**config.mk**
```make
export PLATFORM = sky130hd
export DESIGN_NAME = mem_arbiter
export DESIGN_NICKNAME = d
export VERILOG_FILES = /design/src/rtl/mem_arbiter.sv
export SDC_FILE = /design/constraint.sdc
export NUM_CORES = 1
export LEC_CHECK = 0
export CORE_AREA = 2 2 106 108
export CTS_CLUSTER_DIAMETER = 50
export DETAILED_ROUTE_END_ITERATION = 10
export DIE_AREA = 0 0 108 110
export GPL_ROUTABILITY_DRIVEN = 0
export PLACE_DENSITY = 0.67
export RECOVER_POWER = 50
export SETUP_SLACK_MARGIN = 0.02
export SYNTH_ARGS = -nofsm -noshare
export SYNTH_HDL_FRONTEND = slang
export SYNTH_SLANG_ARGS = --single-unit
```
**constraint.sdc**
```tcl
create_clock -name clock -period 2.2 [get_ports clock]
set_clock_uncertainty 0.05 [all_clocks]
set_input_delay 0.22 -clock clock [delete_from_list [all_inputs] [get_ports clock]]
set_output_delay 0.22 -clock clock [all_outputs]
set_load 0.02 [all_outputs]
```
**src/rtl/mem_arbiter.sv**
```systemverilog
// Two-master / one-slave memory port arbiter with req/gnt/rvalid handshake and round-robin tie break.
// Optional response watchdog enabled by defining MEM_ARB_TIMEOUT_EN.
module mem_arbiter #(
    parameter int unsigned TIMEOUT = 255
) (
    input  logic        clock,
    input  logic        reset,
    input  logic        m0_req,
    input  logic [31:0] m0_addr,
    output logic        m0_gnt,
    output logic        m0_rvalid,
    output logic [31:0] m0_rdata,
    output logic        m0_err,
    input  logic        m1_req,
    input  logic        m1_we,
    input  logic [1:0]  m1_wstrb,
    input  logic [31:0] m1_addr,
    input  logic [31:0] m1_wdata,
    output logic        m1_gnt,
    output logic        m1_rvalid,
    output logic [31:0] m1_rdata,
    output logic        m1_err,
    output logic        s_req,
    output logic        s_we,
    output logic [1:0]  s_wstrb,
    output logic [31:0] s_addr,
    output logic [31:0] s_wdata,
    input  logic        s_gnt,
    input  logic        s_rvalid,
    input  logic [31:0] s_rdata
);

    typedef enum logic [1:0] {
        ST_IDLE = 2'b00,
        ST_ADDR = 2'b01,
        ST_RESP = 2'b10
    } state_t;

    state_t state_q, state_d;
    logic   owner_q, owner_d;
    logic   last_q, last_d;
    logic   win_s, sel_s, req_s, grant_s, resp_s, err_s;

`ifdef MEM_ARB_TIMEOUT_EN
    localparam logic [15:0] TO_LAST = 16'(TIMEOUT - 1);
    logic [15:0] cnt_q, cnt_d;
    logic        timeout_s;
`endif

    // Arbitration: single requester wins, a tie goes to the master not granted last.
    always_comb begin
        win_s = 1'b0;
        if (m0_req && m1_req) begin
            win_s = ~last_q;
        end else if (m1_req) begin
            win_s = 1'b1;
        end else begin
            win_s = 1'b0;
        end
        sel_s = (state_q == ST_IDLE) ? win_s : owner_q;
`ifdef MEM_ARB_TIMEOUT_EN
        timeout_s = (state_q == ST_RESP) && !s_rvalid && (cnt_q == TO_LAST);
`endif
    end

    // Next-state logic; stray s_rvalid outside RESP simply falls through.
    always_comb begin
        state_d = state_q;
        owner_d = owner_q;
        last_d  = last_q;
        req_s   = 1'b0;
        grant_s = 1'b0;
        resp_s  = 1'b0;
        err_s   = 1'b0;
`ifdef MEM_ARB_TIMEOUT_EN
        cnt_d   = cnt_q;
`endif
        case (state_q)
            ST_IDLE: begin
                if (m0_req || m1_req) begin
                    req_s   = 1'b1;
                    owner_d = win_s;
                    if (s_gnt) begin
                        grant_s = 1'b1;
                        last_d  = win_s;
                        state_d = ST_RESP;
                    end else begin
                        state_d = ST_ADDR;
                    end
                end else begin
                    state_d = ST_IDLE;
                end
            end
            ST_ADDR: begin
                req_s = 1'b1;
                if (s_gnt) begin
                    grant_s = 1'b1;
                    last_d  = owner_q;
                    state_d = ST_RESP;
                end else begin
                    state_d = ST_ADDR;
                end
            end
            ST_RESP: begin
                if (s_rvalid) begin
                    resp_s  = 1'b1;
                    state_d = ST_IDLE;
                end else begin
`ifdef MEM_ARB_TIMEOUT_EN
                    if (timeout_s) begin
                        resp_s  = 1'b1;
                        err_s   = 1'b1;
                        state_d = ST_IDLE;
                    end else begin
                        cnt_d   = cnt_q + 16'd1;
                        state_d = ST_RESP;
                    end
`else
                    state_d = ST_RESP;
`endif
                end
            end
            default: begin
                state_d = ST_IDLE;
            end
        endcase
`ifdef MEM_ARB_TIMEOUT_EN
        if (grant_s) begin
            cnt_d = 16'd0;
        end else begin
            cnt_d = cnt_d;
        end
`endif
    end

    // Output decode; everything is forced low while reset is asserted.
    always_comb begin
        s_req   = 1'b0;
        s_we    = 1'b0;
        s_wstrb = 2'b00;
        s_addr  = 32'h0000_0000;
        s_wdata = 32'h0000_0000;
        if (!reset && req_s) begin
            s_req = 1'b1;
            if (sel_s) begin
                s_we    = m1_we;
                s_wstrb = m1_wstrb;
                s_addr  = m1_addr;
                s_wdata = m1_wdata;
            end else begin
                s_wstrb = 2'b10;
                s_addr  = m0_addr;
            end
        end else begin
            s_req = 1'b0;
        end
        m0_gnt    = !reset && grant_s && !sel_s;
        m1_gnt    = !reset && grant_s && sel_s;
        m0_rvalid = !reset && resp_s && !owner_q;
        m1_rvalid = !reset && resp_s && owner_q;
        m0_err    = m0_rvalid && err_s;
        m1_err    = m1_rvalid && err_s;
        m0_rdata  = (m0_rvalid && !err_s) ? s_rdata : 32'h0000_0000;
        m1_rdata  = (m1_rvalid && !err_s) ? s_rdata : 32'h0000_0000;
    end

    // State registers; fetch wins the first tie after reset.
    always_ff @(posedge clock or posedge reset) begin
        if (reset) begin
            state_q <= ST_IDLE;
            owner_q <= 1'b0;
            last_q  <= 1'b1;
`ifdef MEM_ARB_TIMEOUT_EN
            cnt_q   <= 16'd0;
`endif
        end else begin
            state_q <= state_d;
            owner_q <= owner_d;
            last_q  <= last_d;
`ifdef MEM_ARB_TIMEOUT_EN
            cnt_q   <= cnt_d;
`endif
        end
    end

endmodule

```
==> out/results.txt <==
The flow ran to the end, and the final reports show no timing, DRC or antenna violations. The type of the worst setup path was in -> out. Count of cell types in the netlist: 34. Number of global-route vias before repair: 3456. In this run the worst path has a maximum fanout of 36.

The number of synthesized flops with an enable pin was 0. Once detailed placement completed, the half-perimeter wirelength came to 9.79 mm. From bottom edge to top edge, the die measures 110 um. The final sum of negative setup slack was 0 ps; the number of standard cells in the layout, taps in and fillers out was 759. The count of nets left with antenna violations once routing finished came out at 0. The CTS H-tree depth came out at 1. The tools report the critical path launch point type as an input port. The fraction of the mapped netlist area in compound gates works out to 18.2%. The finished layout cell area came out at 4750 um2. Entering global routing, the biggest net connects 42 pins. The flip-flop and latch count after synthesis works out to 4. Data arrives at the worst endpoint at 1860 ps. Row generation in the floorplan step produced 38 rows.

The first-iteration detailed-routing DRC count is 162, and the average vias per placed instance is 4.74. The async set-reset flop share out of synthesis is 100%. The core outline area came out at 10700 um2. After Yosys synthesis, and, or, nand and nor cells account for 64.1% of the synthesized area.

After synthesis, the mean cell area works out to 6.16 um2. Registers take 103 um2. For this design, the sink count on the clock tree is 4. Across the run, the number of max-cap violations was 0. Leakage power total: 0.00213 uW. The number of warnings issued by yosys was 0. The synthesized instance count came out at 365. The area of the mapped netlist was 2250 um2; the full die area was 11900 um2. Setup repair after global routing left no endpoint under its margin. The number of placed instances, taps included, is 755. Summed over all layers, the global routing overflow is 0. After clock tree synthesis, the flow added hold-fix buffers numbering 0. Setup violations remaining at the end of the flow were counted as 0.

Number of failing hold endpoints at the final stage: 0. Buffers added to address setup during post-CTS repair amount to 0. Once the floorplan was initialized, standard cells occupied 21.0% of the core. The global-route usage over all layers is 18.8%, and the adder-cell share of the synthesized area is 0%. After clock tree synthesis, the clock-pin slew on the worst setup and hold paths is 40 ps. Ranked by total cell area, the synthesized netlist is headed by and2_1 (27%), nand3_1 (14%), and3_1 (9.7%), a31oi_1 (8.9%), nor2b_1 (8.9%). The final route contains 3598 vias. TritonCTS built the clock tree. The tools report the endpoint type of the worst setup path as an output port. The worst register-to-register path has a setup slack of 690 ps.

The logs give 1880 um2 for the multi-input combinational cell area and 0.174 mV for the largest vdd supply drop. The final worst-path cycle share came out at 96.7%. Hold is met by 232 ps. The count of buffers added on input and output ports is 272. Core utilization of the finished layout: 44.4%. Power spread over the standard cell area amounts to 431 nW/um2. The first detailed-routing pass took 4 iterations. In the routed design, unresolved DRC markers number 0. and2_1 takes more of the synthesized area than any other cell. The highest clock frequency the design can meet is 470 MHz, and the area overhead of the layout relative to synthesis is 112%.

Counting instances in the post-synthesis netlist gives the leading cell types as and2_1 (96), nand3_1 (64), and3_1 (35). Most instantiated flip-flop cell in the synthesis netlist: dfrtp_1. The largest family of logic cells by synthesized area was simple AND/OR/NAND/NOR gates.

For this run, the register share of the synthesized area comes to 4.51%. STA puts the critical path data required time at 1930 ps. Summed over all layers, the routed wires come to 12.3 mm. In this run the count of I/O pins placed on the die edge is 275. The shortest clock period the worst path allows after layout is 2130 ps. At the end of the flow, the number of nets in the layout was 757.

The clock passes through at most 2 buffers. The number of antenna diodes in the final layout is 0. Xor and xnor area share after synthesis: 0%. The most frequent cell after synthesis was and2_1. Fill cells in the final layout number 1164. The per-cell routed wire length is 16.1 um. The count of final max-slew check failures came out at 0. The area share of the largest cell type after synthesis is 26.7%, and the CTS buffer count is 3. The clock root buffer master was clkbuf_8. The placed standard-cell area was 5150 um2; the global-route wire length before repair was 18.0 mm. Number of antenna violations at the first check in global routing: 1. The min-delay analysis places its worst path in the category in -> async. In the final layout, the share of cells above drive strength 1 is 13.2%. The portion of synthesized area spent on multiplexers is 1.00%. The later-pin clock latency in the skew report was 220 ps; the horizontal die dimension was 108 um.
## sequential cells by signal, summed over array words and instances (netlist names)
| register | flops |
|---|---|
| owner_q | 1 |
| last_q | 1 |
| state_q | 2 |
## cell type report
| class | count | area share [%] |
|---|---|---|
| timing repair buffer | 292 | 53.2 |
| multi-input combinational | 315 | 39.6 |
| tap | 140 | 3.68 |
| sequential | 4 | 2.16 |
| clock buffer | 4 | 0.947 |
| inverter | 4 | 0.368 |
## timing repair
action	in CTS	in global routing
gates resized for setup	219	161
setup endpoints to repair	135	110
pin swaps	0	0
## cell usage in the layout, fill, tap and decap left out, types with 2 or more instances in the layout
master	synthesis	routed
buf_2	11	7
dlygate4sd2_1	0	26
nor2b_1	32	32
clkdlybuf4s50_1	0	136
o21ai_0	32	32
clkbuf_1	19	32
inv_1	3	3
clkdlybuf4s15_1	0	34
mux2_2	2	2
clkbuf_2	2	37
and3_1	35	35
buf_6	8	2
nand3_1	64	64
a31oi_1	32	32
buf_12	0	8
conb_1	1	2
dfrtp_1	3	2
and2_1	96	96
nor3_1	3	4
clkbuf_8	0	3
buf_4	3	11
## routing by layer
| layer | vias to the layer above | track usage (%) | routed length, um |
|---|---|---|---|
| li1 | 1770 | - | - |
| met1 | 1634 | 20.6 | 4600 |
| met2 | 164 | 34.5 | 6110 |
| met3 | 28 | 5.35 | 1140 |
| met4 | 2 | 6.78 | 400 |
| met5 | - | 0 | 12 |
## worst max-delay path, stage by stage
cell and delay [ps]:
clkdlybuf4s50_1 500, nor3_1 90, or3_4 380, inv_4 230, and3_1 200, clkbuf_1 230
## path summary, 6_finish.rpt
kind,from,to,depth (start not counted)
max in group asynchronous,reset,last_q$_DFFE_PP1P_,2
worst min-delay path,reset,state_q[0]$_DFF_PP0_,2
worst min register to register,state_q[1]$_DFF_PP0_,state_q[0]$_DFF_PP0_,3
worst max register to register,last_q$_DFFE_PP1P_,last_q$_DFFE_PP1P_,5
min in group clock,s_gnt,state_q[0]$_DFF_PP0_,2
worst max-delay path,m1_req,s_wdata[25],6
## stage by stage
stage	total power (uW)	setup slack [ps]
5_1_grt	2220	17.8
3_5_place_dp	2060	-397
2_1_floorplan	1170	409
4_1_cts	2140	10.2
6_report	2050	72.7
3_3_place_gp	2020	-366
## cell families (layout without fill, tap and decap cells)
kind of cell | count (synthesis) | in the layout
compound gates | 70 | 70
flops | 4 | 4
mux | 2 | 2
simple gates | 241 | 241
other cells | 1 | 2
buf+inv | 47 | 300
## where the power goes
part	leakage [uW]	internal (uW)	switching (uW)
Sequential	0.0000465	103	28.9
Combinational	0.00206	781	968
Clock	0.0000228	124	43.4
Total	0.00213	1010	1040
Power figures use the tool's default switching activity.
